File: src/rtl/fir_x_feeder_pkg.sv
// Shared constants for the FIR x-sample feeder: register map, CTRL bits,
// FSM encoding and the read-back default value.
package fir_feeder_pkg;

  localparam logic [7:0] ADDR_CTRL     = 8'h00;
  localparam logic [7:0] ADDR_LEN      = 8'h04;
  localparam logic [7:0] ADDR_STATUS   = 8'h08;
  localparam logic [7:0] ADDR_SENT     = 8'h0C;
  localparam logic [7:0] ADDR_UNDERRUN = 8'h10;
  localparam logic [7:0] ADDR_XDATA    = 8'h40;

  localparam int CTRL_START_BIT = 0;
  localparam int CTRL_CLEAR_BIT = 1;

  typedef enum logic [1:0] {
    ST_IDLE = 2'd0,
    ST_RUN  = 2'd1,
    ST_DONE = 2'd2
  } feeder_state_e;

  localparam logic [31:0] RD_DEFAULT = 32'hFFFF_FFFF;

endpackage

File: src/rtl/fir_x_feeder_if.sv
// AXI4-Lite MMIO channels plus the outgoing sample stream of the feeder.
// master = CPU/FIR side, slave = the feeder.
interface fir_x_feeder_if #(
  parameter int pADDR_WIDTH = 12,
  parameter int pDATA_WIDTH = 32
);
  logic                   awvalid;
  logic                   awready;
  logic [pADDR_WIDTH-1:0] awaddr;
  logic                   wvalid;
  logic                   wready;
  logic [pDATA_WIDTH-1:0] wdata;
  logic                   bvalid;
  logic                   bready;
  logic                   arvalid;
  logic                   arready;
  logic [pADDR_WIDTH-1:0] araddr;
  logic                   rvalid;
  logic                   rready;
  logic [pDATA_WIDTH-1:0] rdata;
  logic                   m_tvalid;
  logic                   m_tready;
  logic [pDATA_WIDTH-1:0] m_tdata;
  logic                   m_tlast;

  modport master (
    output awvalid, awaddr, wvalid, wdata, bready, arvalid, araddr, rready, m_tready,
    input  awready, wready, bvalid, arready, rvalid, rdata, m_tvalid, m_tdata, m_tlast
  );

  modport slave (
    input  awvalid, awaddr, wvalid, wdata, bready, arvalid, araddr, rready, m_tready,
    output awready, wready, bvalid, arready, rvalid, rdata, m_tvalid, m_tdata, m_tlast
  );

endinterface

File: src/rtl/fir_x_feeder_fifo.sv
// First-word-fall-through FIFO with registered storage; i_clear flushes and
// overrides a coincident push or pop.
module fir_sync_fifo #(
  parameter int pWIDTH = 32,
  parameter int pDEPTH = 8
) (
  input  logic                       axis_clk,
  input  logic                       axis_rst_n,
  input  logic                       i_clear,
  input  logic                       i_push,
  input  logic                       i_pop,
  input  logic [pWIDTH-1:0]          i_wdata,
  output logic [pWIDTH-1:0]          o_rdata,
  output logic                       o_full,
  output logic                       o_empty,
  output logic [$clog2(pDEPTH):0]    o_count
);
  localparam int AW = $clog2(pDEPTH);

  logic [pWIDTH-1:0] r_mem [pDEPTH];
  logic [AW-1:0]     r_wr_ptr;
  logic [AW-1:0]     r_rd_ptr;
  logic [AW:0]       r_count;
  logic              w_push;
  logic              w_pop;

  assign o_full  = (r_count == (AW+1)'(pDEPTH));
  assign o_empty = (r_count == '0);
  assign o_count = r_count;
  assign o_rdata = r_mem[r_rd_ptr];

  // A full FIFO refuses the push even when a pop frees a slot this cycle.
  assign w_push = i_push && !o_full && !i_clear;
  assign w_pop  = i_pop && !o_empty && !i_clear;

  always_ff @(posedge axis_clk or negedge axis_rst_n) begin
    if (!axis_rst_n) begin
      r_wr_ptr <= '0;
      r_rd_ptr <= '0;
      r_count  <= '0;
    end else if (i_clear) begin
      r_wr_ptr <= '0;
      r_rd_ptr <= '0;
      r_count  <= '0;
    end else begin
      if (w_push) r_wr_ptr <= r_wr_ptr + 1'b1;
      if (w_pop)  r_rd_ptr <= r_rd_ptr + 1'b1;
      case ({w_push, w_pop})
        2'b10:   r_count <= r_count + 1'b1;
        2'b01:   r_count <= r_count - 1'b1;
        default: r_count <= r_count;
      endcase
    end
  end

  always_ff @(posedge axis_clk) begin
    if (w_push) r_mem[r_wr_ptr] <= i_wdata;
  end

endmodule

File: src/rtl/fir_x_feeder.sv
// FIR x-sample feeder: AXI-Lite MMIO pushes samples into a FIFO that streams out.
// Optional UNDERRUN counter at 0x10 built when FIR_X_FEEDER_UNDERRUN_CNT_EN is defined.
//
//   state | meaning
//   IDLE  | after reset or clear, waiting for start
//   RUN   | streaming until the beat with SENT == LEN-1 is accepted
//   DONE  | run finished, leftovers stay buffered for the next start
module fir_x_feeder
  import fir_feeder_pkg::*;
#(
  parameter int pADDR_WIDTH = 12,
  parameter int pDATA_WIDTH = 32,
  parameter int pFIFO_DEPTH = 8
) (
  input logic           axis_clk,
  input logic           axis_rst_n,
  fir_x_feeder_if.slave bus
);
  localparam int CW = $clog2(pFIFO_DEPTH) + 1;

  feeder_state_e          r_state;
  feeder_state_e          w_state_nxt;
  logic                   r_wr_rdy;
  logic                   r_bvalid;
  logic                   r_arready;
  logic                   r_rvalid;
  logic [pDATA_WIDTH-1:0] r_rdata;
  logic [pDATA_WIDTH-1:0] r_len;
  logic [pDATA_WIDTH-1:0] r_sent;
  logic [pDATA_WIDTH-1:0] w_rd_mux;
  logic [pDATA_WIDTH-1:0] w_head;
  logic [CW-1:0]          w_count;
  logic w_full, w_empty, w_aw_xdata, w_wr_go, w_ctrl_wr, w_start, w_clear;
  logic w_start_acc, w_push, w_pop, w_idle, w_busy, w_done, w_tvalid, w_tlast;

  function automatic logic hit(input logic [pADDR_WIDTH-1:0] a, input logic [7:0] off);
    return a == pADDR_WIDTH'(off);
  endfunction

  assign w_aw_xdata  = hit(bus.awaddr, ADDR_XDATA);
  assign w_wr_go     = bus.awvalid && bus.wvalid && !r_bvalid && !r_wr_rdy
                       && !(w_aw_xdata && w_full);
  assign w_ctrl_wr   = r_wr_rdy && hit(bus.awaddr, ADDR_CTRL);
  assign w_start     = w_ctrl_wr && bus.wdata[CTRL_START_BIT];
  assign w_clear     = w_ctrl_wr && bus.wdata[CTRL_CLEAR_BIT];
  assign w_start_acc = w_start && !w_clear && !w_busy;
  assign w_push      = r_wr_rdy && w_aw_xdata;
  assign w_pop       = w_tvalid && bus.m_tready;

  fir_sync_fifo #(.pWIDTH(pDATA_WIDTH), .pDEPTH(pFIFO_DEPTH)) u_fifo (
    .axis_clk   (axis_clk),
    .axis_rst_n (axis_rst_n),
    .i_clear    (w_clear),
    .i_push     (w_push),
    .i_pop      (w_pop),
    .i_wdata    (bus.wdata),
    .o_rdata    (w_head),
    .o_full     (w_full),
    .o_empty    (w_empty),
    .o_count    (w_count)
  );

  always_ff @(posedge axis_clk or negedge axis_rst_n) begin
    if (!axis_rst_n) r_state <= ST_IDLE;
    else             r_state <= w_state_nxt;
  end

  always_comb begin
    w_state_nxt = r_state;
    if (w_clear) begin
      w_state_nxt = ST_IDLE;
    end else begin
      case (r_state)
        ST_IDLE, ST_DONE: if (w_start) w_state_nxt = (r_len == '0) ? ST_DONE : ST_RUN;
        ST_RUN:           if (w_pop && w_tlast) w_state_nxt = ST_DONE;
        default:          w_state_nxt = ST_IDLE;
      endcase
    end
  end

  always_comb begin
    w_idle   = (r_state == ST_IDLE);
    w_busy   = (r_state == ST_RUN);
    w_done   = (r_state == ST_DONE);
    w_tvalid = w_busy && !w_empty;
    w_tlast  = w_tvalid && (r_sent == r_len - 1'b1);
  end

  always_ff @(posedge axis_clk or negedge axis_rst_n) begin
    if (!axis_rst_n) begin
      r_wr_rdy <= 1'b0;
      r_bvalid <= 1'b0;
      r_len    <= '0;
      r_sent   <= '0;
    end else begin
      r_wr_rdy <= w_wr_go;
      if (r_wr_rdy)         r_bvalid <= 1'b1;
      else if (bus.bready)  r_bvalid <= 1'b0;
      if (r_wr_rdy && hit(bus.awaddr, ADDR_LEN) && !w_busy) r_len <= bus.wdata;
      if (w_clear || w_start_acc) r_sent <= '0;
      else if (w_pop)             r_sent <= r_sent + 1'b1;
    end
  end

`ifdef FIR_X_FEEDER_UNDERRUN_CNT_EN
  logic [31:0] r_underrun;

  always_ff @(posedge axis_clk or negedge axis_rst_n) begin
    if (!axis_rst_n)                                  r_underrun <= '0;
    else if (w_clear || w_start_acc)                  r_underrun <= '0;
    else if (w_busy && w_empty && bus.m_tready && (r_underrun != '1))
      r_underrun <= r_underrun + 1'b1;
  end
`endif

  always_comb begin
    w_rd_mux = pDATA_WIDTH'(RD_DEFAULT);
    if (hit(bus.araddr, ADDR_CTRL))
      w_rd_mux = pDATA_WIDTH'({w_done, w_busy, w_idle});
    else if (hit(bus.araddr, ADDR_LEN))
      w_rd_mux = r_len;
    else if (hit(bus.araddr, ADDR_STATUS))
      w_rd_mux = pDATA_WIDTH'({16'(w_count), 14'b0, w_full, w_empty});
    else if (hit(bus.araddr, ADDR_SENT))
      w_rd_mux = r_sent;
`ifdef FIR_X_FEEDER_UNDERRUN_CNT_EN
    else if (hit(bus.araddr, ADDR_UNDERRUN))
      w_rd_mux = pDATA_WIDTH'(r_underrun);
`endif
  end

  // rdata is captured in the arready cycle and frozen until rready.
  always_ff @(posedge axis_clk or negedge axis_rst_n) begin
    if (!axis_rst_n) begin
      r_arready <= 1'b0;
      r_rvalid  <= 1'b0;
      r_rdata   <= pDATA_WIDTH'(RD_DEFAULT);
    end else begin
      r_arready <= bus.arvalid && !r_rvalid && !r_arready;
      if (r_arready) begin
        r_rvalid <= 1'b1;
        r_rdata  <= w_rd_mux;
      end else if (r_rvalid && bus.rready) begin
        r_rvalid <= 1'b0;
      end
    end
  end

  assign bus.awready  = r_wr_rdy;
  assign bus.wready   = r_wr_rdy;
  assign bus.bvalid   = r_bvalid;
  assign bus.arready  = r_arready;
  assign bus.rvalid   = r_rvalid;
  assign bus.rdata    = r_rdata;
  assign bus.m_tvalid = w_tvalid;
  assign bus.m_tdata  = w_tvalid ? w_head : '0;
  assign bus.m_tlast  = w_tlast;

endmodule

File: src/flat_wrapper.sv
// flat-port wrapper written by rule: the top's interface ports become plain ports
module fir_x_feeder_flat import fir_feeder_pkg::*;
#(
  parameter int pADDR_WIDTH = 12,
  parameter int pDATA_WIDTH = 32,
  parameter int pFIFO_DEPTH = 8
)
  (axis_clk, axis_rst_n, bus_awvalid, bus_awaddr, bus_wvalid, bus_wdata, bus_bready, bus_arvalid, bus_araddr, bus_rready, bus_m_tready, bus_awready, bus_wready, bus_bvalid, bus_arready, bus_rvalid, bus_rdata, bus_m_tvalid, bus_m_tdata, bus_m_tlast);
  fir_x_feeder_if #(.pADDR_WIDTH(pADDR_WIDTH), .pDATA_WIDTH(pDATA_WIDTH)) bus_i ();
  input logic axis_clk;
  input logic axis_rst_n;
  input wire logic [$bits(bus_i.awvalid)-1:0] bus_awvalid;
  input wire logic [$bits(bus_i.awaddr)-1:0] bus_awaddr;
  input wire logic [$bits(bus_i.wvalid)-1:0] bus_wvalid;
  input wire logic [$bits(bus_i.wdata)-1:0] bus_wdata;
  input wire logic [$bits(bus_i.bready)-1:0] bus_bready;
  input wire logic [$bits(bus_i.arvalid)-1:0] bus_arvalid;
  input wire logic [$bits(bus_i.araddr)-1:0] bus_araddr;
  input wire logic [$bits(bus_i.rready)-1:0] bus_rready;
  input wire logic [$bits(bus_i.m_tready)-1:0] bus_m_tready;
  output wire logic [$bits(bus_i.awready)-1:0] bus_awready;
  output wire logic [$bits(bus_i.wready)-1:0] bus_wready;
  output wire logic [$bits(bus_i.bvalid)-1:0] bus_bvalid;
  output wire logic [$bits(bus_i.arready)-1:0] bus_arready;
  output wire logic [$bits(bus_i.rvalid)-1:0] bus_rvalid;
  output wire logic [$bits(bus_i.rdata)-1:0] bus_rdata;
  output wire logic [$bits(bus_i.m_tvalid)-1:0] bus_m_tvalid;
  output wire logic [$bits(bus_i.m_tdata)-1:0] bus_m_tdata;
  output wire logic [$bits(bus_i.m_tlast)-1:0] bus_m_tlast;
  assign bus_i.awvalid = bus_awvalid;
  assign bus_i.awaddr = bus_awaddr;
  assign bus_i.wvalid = bus_wvalid;
  assign bus_i.wdata = bus_wdata;
  assign bus_i.bready = bus_bready;
  assign bus_i.arvalid = bus_arvalid;
  assign bus_i.araddr = bus_araddr;
  assign bus_i.rready = bus_rready;
  assign bus_i.m_tready = bus_m_tready;
  assign bus_awready = bus_i.awready;
  assign bus_wready = bus_i.wready;
  assign bus_bvalid = bus_i.bvalid;
  assign bus_arready = bus_i.arready;
  assign bus_rvalid = bus_i.rvalid;
  assign bus_rdata = bus_i.rdata;
  assign bus_m_tvalid = bus_i.m_tvalid;
  assign bus_m_tdata = bus_i.m_tdata;
  assign bus_m_tlast = bus_i.m_tlast;
  fir_x_feeder #(.pADDR_WIDTH(pADDR_WIDTH), .pDATA_WIDTH(pDATA_WIDTH), .pFIFO_DEPTH(pFIFO_DEPTH)) u_core (.axis_clk(axis_clk), .axis_rst_n(axis_rst_n), .bus(bus_i));
endmodule
File: config.mk
export PLATFORM = sky130hd
export DESIGN_NAME = fir_x_feeder_flat
export DESIGN_NICKNAME = d
export VERILOG_FILES = /design/src/rtl/fir_x_feeder_pkg.sv /design/src/rtl/fir_x_feeder_if.sv /design/src/rtl/fir_x_feeder_fifo.sv /design/src/rtl/fir_x_feeder.sv /design/src/flat_wrapper.sv
export SDC_FILE = /design/constraint.sdc
export NUM_CORES = 1
export LEC_CHECK = 0
export BUFFER_PORTS_ARGS = -buffer_cell sky130_fd_sc_hd__buf_4
export CORE_UTILIZATION = 30
export CTS_CLUSTER_DIAMETER = 80
export CTS_CLUSTER_SIZE = 10
export DETAILED_ROUTE_END_ITERATION = 6
export PLACE_DENSITY = 0.47
export SETUP_SLACK_MARGIN = 0.4
export SLEW_MARGIN = 20
export SYNTH_ARGS = -nofsm -noshare
export SYNTH_HDL_FRONTEND = slang
export SYNTH_SLANG_ARGS = --single-unit
File: constraint.sdc
create_clock -name axis_clk -period 4.7 [get_ports axis_clk]
set_input_delay 0.705 -clock axis_clk [delete_from_list [all_inputs] [get_ports axis_clk]]
set_output_delay 0.705 -clock axis_clk [all_outputs]
set_load 0.05 [all_outputs]
## Word level (Yosys, flattened, before mapping)

Memories as Yosys holds them, arrays and structs flattened.
Cells that the tools add are included.

| cells by class | value |
|---|---|
| $add $sub $neg | 6 |
| eq/ne operators | 13 |
| multiplexer cells | 24 |
| reductions and logical operators | 47 |

Operators by type and width:

| operator | number |
|---|---|
| 32-bit two-way mux | 7 |
| 32-bit by 1-bit adder with 32-bit output (second input constant) | 1 |
| 32-bit equality test | 1 |
| 32-bit logical NOT | 1 |
| 32-bit by 1-bit subtractor with 32-bit output (second input constant) | 1 |
| 12-bit by 3-bit equality test with 1-bit output (second input constant) | 2 |
| 12-bit by 4-bit equality test with 1-bit output (second input constant) | 2 |
| 1-bit logical AND | 24 |
| 12-bit logical NOT | 2 |
| 12-bit by 7-bit equality test with 1-bit output (second input constant) | 1 |
| 3-bit two-way mux | 4 |
| 2-bit nonzero test | 5 |
| 1-bit logical NOT | 9 |
| 2-bit two-way mux | 4 |
| 4-bit case mux with 2 select lines | 1 |
| 3-bit by 1-bit adder with 3-bit output (second input constant) | 2 |
| 1-bit two-way mux | 6 |
| 4-bit by 1-bit adder with 4-bit output (second input constant) | 1 |
| 2-bit by 1-bit equality test with 1-bit output (second input constant) | 2 |
| 2-bit equality test (second input constant) | 2 |
| 4-bit equality test (second input constant) | 1 |
| 4-bit logical NOT | 1 |
| 4-bit two-way mux | 1 |
| 2-bit case mux with 2 select lines | 1 |
| other kinds (8) | 8 |

| word-level totals | value |
|---|---|
| output and inout bits | 71 |
| memories kept | 1 |
| flip-flop bits (word level) | 112 |
| bits of input ports | 64 |
| word-level logic and storage cells | 102 |
| bits in writable memories | 256 |

Memories:

| memory | depth | width | rd ports | clocked after Yosys merged registers in | write ports | RTL line | RTL |
|---|---|---|---|---|---|---|---|
| u_core.u_fifo.r_mem | 8 | 32 | 1 | 0 | 1 | fir_x_feeder_fifo.sv:20 | `logic [pWIDTH-1:0] r_mem [pDEPTH];` |

## Logic depth before layout (Yosys ltp)

Gate-level depths: netlist of the first run.

| logic depth | value |
|---|---|
| depth after elaboration | 9 |
| depth in mapped cells | 16 |
| depth with buffers taken out | 14 |

## Modules after synthesis

From an unflattened synthesis of the first run, not the netlist that was laid out.

| unflattened totals | value |
|---|---|
| cells, all modules | 1114 |
| area total of the unflattened synthesis | 16590.9 um^2 |

Modules (own cells, without submodules):

| module | cells each | area an instance (um^2) | sequential area each (um^2) | times used |
|---|---|---|---|---|
| fir_sync_fifo | 447 | 10296.1 | 7937.6 | 1 |
| fir_x_feeder | 667 | 6294.8 | 2592.5 | 1 |

## Least setup slack after synthesis of the first run

Ideal clock, no wire load.

| timing | value |
|---|---|
| path type | input port to flip-flop |
| from | input bus_awaddr[4] |
| to | memory u_core.u_fifo.r_mem[2][0], enable pin |
| setup slack | 0.094 ns |
| stages on the path | 5 |
| path buffers | 0 |
| required time | 4.232 ns |
| arrival time | 4.138 ns |
| library setup time | 0.468 ns |
| path through | nor4_1 -> nand3_1 -> nor3b_1 -> nand4b_1 -> nor3b_1 |

| between the ends | value |
|---|---|
| longest elaborated chain between the ends | 7 |
| elaborated cells between the ends (all ways) | 10 |
| those cells by class | 1 x eq/ne; 2 x mux; 7 x reduce/logical |

RTL lines:

| what | RTL line | RTL |
|---|---|---|
| start: declaration | flat_wrapper.sv:13 | `input wire logic [$bits(bus_i.awaddr)-1:0] bus_awaddr;` |
| 12-bit logical NOT | fir_x_feeder.sv:37 | `return a == pADDR_WIDTH'(off);` |
| 1-bit logical AND | fir_x_feeder.sv:43 | `assign w_ctrl_wr = r_wr_rdy && hit(bus.awaddr, ADDR_CTRL);` |
| 1-bit logical AND | fir_x_feeder.sv:45 | `assign w_clear = w_ctrl_wr && bus.wdata[CTRL_CLEAR_BIT];` |
| 1-bit logical NOT | fir_x_feeder_fifo.sv:33 | `assign w_push = i_push && !o_full && !i_clear;` |
| 1-bit logical AND (*) | fir_x_feeder_fifo.sv:33 |  |
| 1-bit two-way mux (*) | fir_x_feeder_fifo.sv:57 | `if (w_push) r_mem[r_wr_ptr] <= i_wdata;` |
| 1-bit two-way mux (not written as such) (*) | fir_x_feeder_fifo.sv:57 |  |
| end: declaration | fir_x_feeder_fifo.sv:20 |  |

Every way passes the cells marked *; elsewhere a longest branch is shown, timed or not.

## Worst setup path after layout of the first run

| timing | value |
|---|---|
| from | register u_core.r_len[12] |
| to | output bus_m_tlast |

| between the ends | value |
|---|---|
| longest elaborated chain between the ends | 3 |

RTL lines:

| what | RTL line | RTL |
|---|---|---|
| start: declaration | fir_x_feeder.sv:28 | `logic [pDATA_WIDTH-1:0] r_len;` |
| start signal: assignment | fir_x_feeder.sv:99 | `if (r_wr_rdy && hit(bus.awaddr, ADDR_LEN) && !w_busy) r_len <= bus.wdata;` |
| 32-bit by 1-bit subtractor with 32-bit output | fir_x_feeder.sv:86 | `w_tlast = w_tvalid && (r_sent == r_len - 1'b1);` |
| 32-bit equality test | fir_x_feeder.sv:86 |  |
| 1-bit logical AND | fir_x_feeder.sv:86 |  |
| end: declaration | flat_wrapper.sv:29 | `output wire logic [$bits(bus_i.m_tlast)-1:0] bus_m_tlast;` |

Every way passes these cells.

==> flow_summary_export.csv, run 1 <==
group,metric,value,unit
logic_synthesis,seq_area_frac_synth,0.6431,
worst_setup_path,critical_path.max_fanout,3,
timing,setup_viol,0,
power,pwr-share-comb,0.293,
global_routing,antenna_found_initial,3,
timing,max_freq,230.5,MHz
place,place_inst,1924,
global_routing,grt_usage,0.1562,
floorplanning,die_h,235.6,um
power,p_leak,7.360,nW
timing,post-route-min-period,4.338,ns
logic_synthesis,yosys-top-cells-area,"edfxtp_1 47%, dfrtp_1 12%, mux4_2 8.9%",
worst_setup_path,end_kind,"output pin",
cts,cts_made_buffers,43,
cts,cts.clk_slew.worst_paths,0.06,ns
power,power_density,492.6,nW/um2
worst_setup_path,cp.required,3.99,ns
logic_synthesis,yosysTopAreaCell,"edfxtp_1",
cts,cts_sinks,368,
detailed_routing,ant_nets,0,
cts,clk_latency,0.56,ns
place,numPortBuffers,134,
logic_synthesis,synth-xor-area-share,0.03424,
logic_synthesis,synth_top_family_by_area,"multiplexers",
timing,setup_ws,0.3616,ns
power,p_sw_frac,0.3350,
layout,post_route_cells_drive_above_1_share,0.3158,
floorplanning,io_pins,135,
layout,syn2layout_area_growth,20.50,%
logic_synthesis,synth-edff-count,256,
logic_synthesis,synth_compound_area_frac,0.05181,
power,finalPower,9.719,mW
worst_setup_path,start_kind,"flip-flop",
layout,final_cell_mix,"256 x edfxtp_1, 169 x buf_4, 126 x nor2_1",
timing,rsz0062_at_grt,"true",
detailed_routing,drc,0,
timing,worstMarginPinSlew,1.003,ns
detailed_routing,routed_via_density,4.933,
logic_synthesis,synth_cells,1133,
detailed_routing,routedWlPerCell,21.29,um
place,detailed_place_hpwl,26810,um
global_routing,first_global_vias,10300,
cts,root_buffer,"clkbuf_16",
logic_synthesis,synth_fa_ha_area_frac,0.005808,
floorplanning,rows,85,
detailed_routing,drt_iter0_markers,551,
floorplanning,die_x,235.6,um
floorplanning,core_area,53920,um2
timing,setup_tns,0,ns
power,clkPwrFrac,0.317,
logic_synthesis,synth.distinct_cells,63,
floorplanning,dieArea,55510,um2
cts,cts_tree,"built",
logic_synthesis,postSynthNetCount,1204,
cts,cts_hold_buf,0,
place,dp_slack,0.4477,ns
layout,regArea,10540,um2
global_routing,overflow,0,
layout,nets,1351,
detailed_routing,drt_wl_total,42780,um
timing,hold_viol,0,
power,pwr-share-seq,0.390,
global_routing,grt_max_degree,67,
logic_synthesis,synth.ff_latch_count,368,
cts,clock_path_buffers,3,
layout,stdcell_count,2010,
timing,clock_skew,0.01851,ns
worst_setup_path,path_class,"flip-flop to output pin",
power,p_sw,3.256,mW
status,status,"complete, no violations",
cts,h-tree-depth,2,
worst_setup_path,cp.arrival,3.63,ns
logic_synthesis,synthSimpleGateAreaFrac,0.09491,
power,p_int,6.463,mW
layout,multi_input_area,5650,um2
logic_synthesis,synth_async_sr_flop_share,0.3043,
hold_path,hp-class,"input pin to asynchronous set/reset pin",
detailed_routing,firstDrtPassIters,5,
power,vdd_drop_max,0.2444,mV
run,maxCapViolCount,0,
layout,final_cell_area,19730,um2
layout,final_common_cell,"edfxtp_1",
logic_synthesis,synth_top_area_frac,0.4695,
layout,nFillCells,5106,
timing,relSlewSlack,0.3249,
timing,drv_slew,0,
logic_synthesis,syn-cell-area,16370,um2
place,placed_area,18320,um2
detailed_routing,via_count,9916,
logic_synthesis,synthMuxAreaShare,0.1494,
logic_synthesis,ys_warn_count,0,
timing,finalCritPeriodShare,0.9231,
global_routing,grt_pass1_wl,65940,um
logic_synthesis,syn_avg_cell_area,14.45,um2
layout,antennaDiodeCount,0,
worst_setup_path,rrSetupSlack,1.11,ns
logic_synthesis,synth_ff_type,"edfxtp_1",
floorplanning,initial_core_util,0.3037,
place,place.gp.congestion,0.8280,
layer usage:
| metal | vias to the layer above | GRT usage | part of all wire | routed length [um] |
|---|---|---|---|---|
| li1 | 4624 | - | - | - |
| met1 | 5040 | 0.2226 | 0.47 | 20310 |
| met2 | 204 | 0.2473 | 0.47 | 20080 |
| met3 | 46 | 0.03014 | 0.041 | 1763 |
| met4 | 2 | 0.03268 | 0.014 | 616 |
| met5 | - | 0 | 0.00033 | 14 |
metrics by stage:
step	hold WS (ns)	util
2_1_floorplan	0.4094	-
3_3_place_gp	0.4611	0.3397
3_5_place_dp	0.4600	0.3397
4_1_cts	0.2504	0.3651
5_1_grt	0.2949	0.3659
6_report	0.2404	0.3659
flip-flops by register name, summed over array words and instances (netlist names), 2 cells and up:
signal	cells
u_core.u_fifo.r_wr_ptr	3
u_core.u_fifo.r_rd_ptr	3
u_core.r_state	2
u_core.r_sent	32
u_core.u_fifo.o_count	4
u_core.r_len	32
u_core.u_fifo.r_mem	256
u_core.bus.rdata	32
timing repair:
item / 4_1_cts / 5_1_grt
endpoints found under the setup margin: 1 / 1
buffers inserted: 6 / 1
resized for setup: 15 / 6
pin swaps: 6 / 1
final timing paths:
path	startpoint	endpoint	cells after the start
worst max-delay path	u_core.r_len[12]	bus_m_tlast	8
worst min-delay path	axis_rst_n	u_core.r_sent[27]	1
worst max register to register	u_core.u_fifo.o_count[3]	u_core.u_fifo.o_count[3]	14
worst min register to register	u_core.bus.rvalid	u_core.bus.arready	1
max in group asynchronous	axis_rst_n	u_core.r_len[9]	2
min in group axis_clk	bus_bready	u_core.bus.bvalid	2
cell families after synthesis:
logic type / Yosys count
buffers and inverters: 87
AO/OA/AOI/OAI: 144
XOR/XNOR: 64
flip-flops: 368
AND/OR/NAND/NOR: 307
adder cells (fa/ha/maj): 7
multiplexers: 156
worst max-delay path, stage by stage (launching register included):
cell and delay, ns:
dfrtp_1 0.38, or4_4 0.54, or4_4 0.55, o31a_1 0.28, or3_4 0.34, a2111oi_4 0.30
nor4b_4 0.27, and3_4 0.26, buf_8 0.15
area by class of cell:
cell class	count	area share
clock buffer	75	0.06114
clock inverter	4	0.003552
inverter	17	0.003234
multi-input combinational	678	0.2864
sequential	368	0.5344
tap	696	0.04414
timing repair buffer	172	0.06710
power groups by stage:
| stage | registers (mW) | logic (mW) | clock network, mW |
|---|---|---|---|
| 2_1_floorplan | 3.68 | 2.16 | 0 |
| 3_3_place_gp | 3.86 | 2.90 | 0 |
| 3_5_place_dp | 3.87 | 2.92 | 0 |
| 4_1_cts | 3.80 | 2.92 | 3.19 |
| 5_1_grt | 3.82 | 3.06 | 3.31 |
| 6_report | 3.79 | 2.85 | 3.09 |
cell usage after synthesis (all sizes together) (2+ instances only):
library cell / instances
edfxtp: 256
a31oi: 4
mux2: 57
dfstp: 32
a211oi: 6
a41oi: 2
or4: 10
nand2b: 4
nand4: 19
inv: 17
a221oi: 4
o311ai: 2
mux4: 65
clkbuf: 54
or2: 3
o21ai: 19
nand2: 38
o31ai: 4
nor4: 23
mux2i: 34
ha: 6
and3: 7
buf: 16
xor2: 25
xnor2: 39
o21a: 2
nor3b: 6
a21oi: 82
and4: 7
and2: 7
nor3: 10
a2111oi: 3
nand3: 16
dfrtp: 80
nor4b: 5
nor2: 128
a32oi: 2
nor2b: 4
a21o: 6
or3: 16
Power figures use the tool's default switching activity.
==> run 2, diff against run 1 <==
Settings changed: PLACE_DENSITY 0.47 to 0.52.
==> flow_summary_export.csv, run 2 (synthesis gave the netlist of run 1 again) <==
group,metric,value,unit
status,status,"complete, no violations",
layout,final_cell_mix,"256 x edfxtp_1, 169 x buf_4, 126 x nor2_1",
worst_setup_path,slowest_delay,0.55,ns
layout,regArea,10550,um2
timing,relSlewSlack,0.2886,
cts,clock_path_buffers,3,
place,place_inst,1920,
worst_setup_path,path_cells,"or4_4, or4_4, o31a_1, or3_4, a2111oi_4, nor4b_4, and3_4, buf_8",
power,p_sw,3.235,mW
timing,post-route-min-period,4.366,ns
worst_setup_path,path_common_cell,"or4_4",
worst_setup_path,crit_slowest_cell,"or4_4",
layout,final_common_cell,"edfxtp_1",
timing,clock_skew,0.008464,ns
detailed_routing,routedWlPerCell,21.01,um
detailed_routing,ant_nets,0,
floorplanning,die_x,235.6,um
power,pwr-share-seq,0.401,
run,maxCapViolCount,0,
timing,setup_viol,0,
cts,cts_tree,"built",
floorplanning,dieArea,55510,um2
timing,worstMarginPinSlew,1.067,ns
floorplanning,die_h,235.6,um
detailed_routing,routed_via_density,5.019,
power,pwr-share-comb,0.287,
cts,h-tree-depth,2,
layout,final_cell_area,19660,um2
layout,nFillCells,5113,
global_routing,first_global_vias,10230,
worst_setup_path,end_kind,"output pin",
layout,nets,1351,
timing,setup_ws,0.3337,ns
cts,cts_made_buffers,43,
worst_setup_path,r2r_start,"u_core.r_state[1]",
worst_setup_path,start_kind,"flip-flop",
global_routing,overflow,0,
layout,antennaDiodeCount,0,
worst_setup_path,cp.required,3.99,ns
layout,top_register,"u_core.u_fifo.r_mem",
power,p_int,6.389,mW
global_routing,grt_max_degree,68,
timing,hold-worst-slack,0.1925,ns
detailed_routing,drc,0,
power,power_density,489.5,nW/um2
layout,post_route_cells_drive_above_1_share,0.3183,
power,p_sw_frac,0.3361,
floorplanning,initial_core_util,0.3037,
timing,hold_viol,0,
worst_setup_path,rrSetupSlack,1.17,ns
power,finalPower,9.624,mW
floorplanning,io_pins,135,
place,numPortBuffers,134,
floorplanning,rows,85,
power,clkPwrFrac,0.312,
place,placed_area,18270,um2
worst_setup_path,critical_path.max_fanout,3,
cts,cts_sinks,368,
cts,root_buffer,"clkbuf_16",
detailed_routing,drt_wl_total,42030,um
global_routing,antenna_found_initial,4,
global_routing,grt_usage,0.1527,
power,vdd_drop_max,0.2566,mV
timing,max_freq,229.0,MHz
timing,drv_slew,0,
worst_setup_path,rr_worst_depth,9,
place,place.gp.congestion,0.8170,
layout,syn2layout_area_growth,20.09,%
floorplanning,core_area,53920,um2
place,dp_slack,0.3255,ns
layout,multi_input_area,5642,um2
layout,largest_reg_flops,256,
worst_setup_path,reg2reg_to,"u_core.r_sent[31]",
worst_setup_path,cp_top_family,"simple AND/OR/NAND/NOR gates",
hold_path,hp-class,"input pin to asynchronous set/reset pin",
worst_setup_path,path_class,"flip-flop to output pin",
cts,cts.clk_slew.worst_paths,0.06,ns
layout,stdcell_count,2000,
detailed_routing,firstDrtPassIters,4,
place,detailed_place_hpwl,26770,um
worst_setup_path,cp.arrival,3.66,ns
detailed_routing,via_count,10040,
power,p_leak,7.349,nW
global_routing,grt_pass1_wl,64470,um
timing,finalCritPeriodShare,0.9290,
detailed_routing,drt_iter0_markers,636,
timing,setup_tns,0,ns
worst_setup_path,cp.buffers_inverters,1,
timing,rsz0062_at_grt,"true",
cts,clk_latency,0.55,ns
layout,final_core_util,0.3647,
## run 2: cell types whose count changed in the layout (fill, tap and decap cells not counted), sizes merged
cell and change:
clkinvlp -1, clkbuf -10, bufinv -1, inv +2
## run 2: timing repair
action / 4_1_cts / 5_1_grt
pin swaps: 8 / 2
gates resized for setup: 15 / 5
hold buffers: 0 / 0
setup endpoints to repair: 1 / 1
setup buffers: 10 / 0
## run 2: layout make-up
cell class,count,area share
Sequential cell,368,0.5363
Inverter,17,0.003245
Clock buffer,65,0.05994
Clock inverter,4,0.001973
Tap cell,696,0.04429
Timing Repair Buffer,172,0.06732
Multi-Input combinational cell,678,0.2869
## run 2: power by group through the flow
| stage | Sequential (mW) | Combinational [mW] | Clock, mW |
|---|---|---|---|
| detailed placement | 3.95 | 2.81 | 0 |
| finish | 3.85 | 2.76 | 3.01 |
| global placement | 3.94 | 2.79 | 0 |
| floorplan | 3.68 | 2.16 | 0 |
| global route | 3.88 | 2.96 | 3.21 |
| CTS | 3.88 | 2.81 | 3.09 |
## run 2: worst max path at each step
stage / cells past startpoint / slack [ns] / endpoint / start
after floorplan: 5 / 0.09 / u_core.u_fifo.r_mem[2][0] / bus_awaddr[4]
after global placement: 8 / 0.33 / bus_m_tlast / u_core.r_len[13]
after detailed placement: 8 / 0.33 / bus_m_tlast / u_core.r_len[13]
after CTS: 8 / 0.30 / bus_m_tlast / u_core.r_len[9]
after global routing: 8 / 0.24 / bus_m_tlast / u_core.r_len[13]
final: 8 / 0.33 / bus_m_tlast / u_core.r_len[13]
## run 2: layer usage
| metal | part of all wire | GRT usage |
|---|---|---|
| met2 | 0.46 | 0.2384 |
| met3 | 0.053 | 0.02990 |
| met5 | 0.00017 | 0 |
| met4 | 0.021 | 0.03981 |
| met1 | 0.47 | 0.2169 |
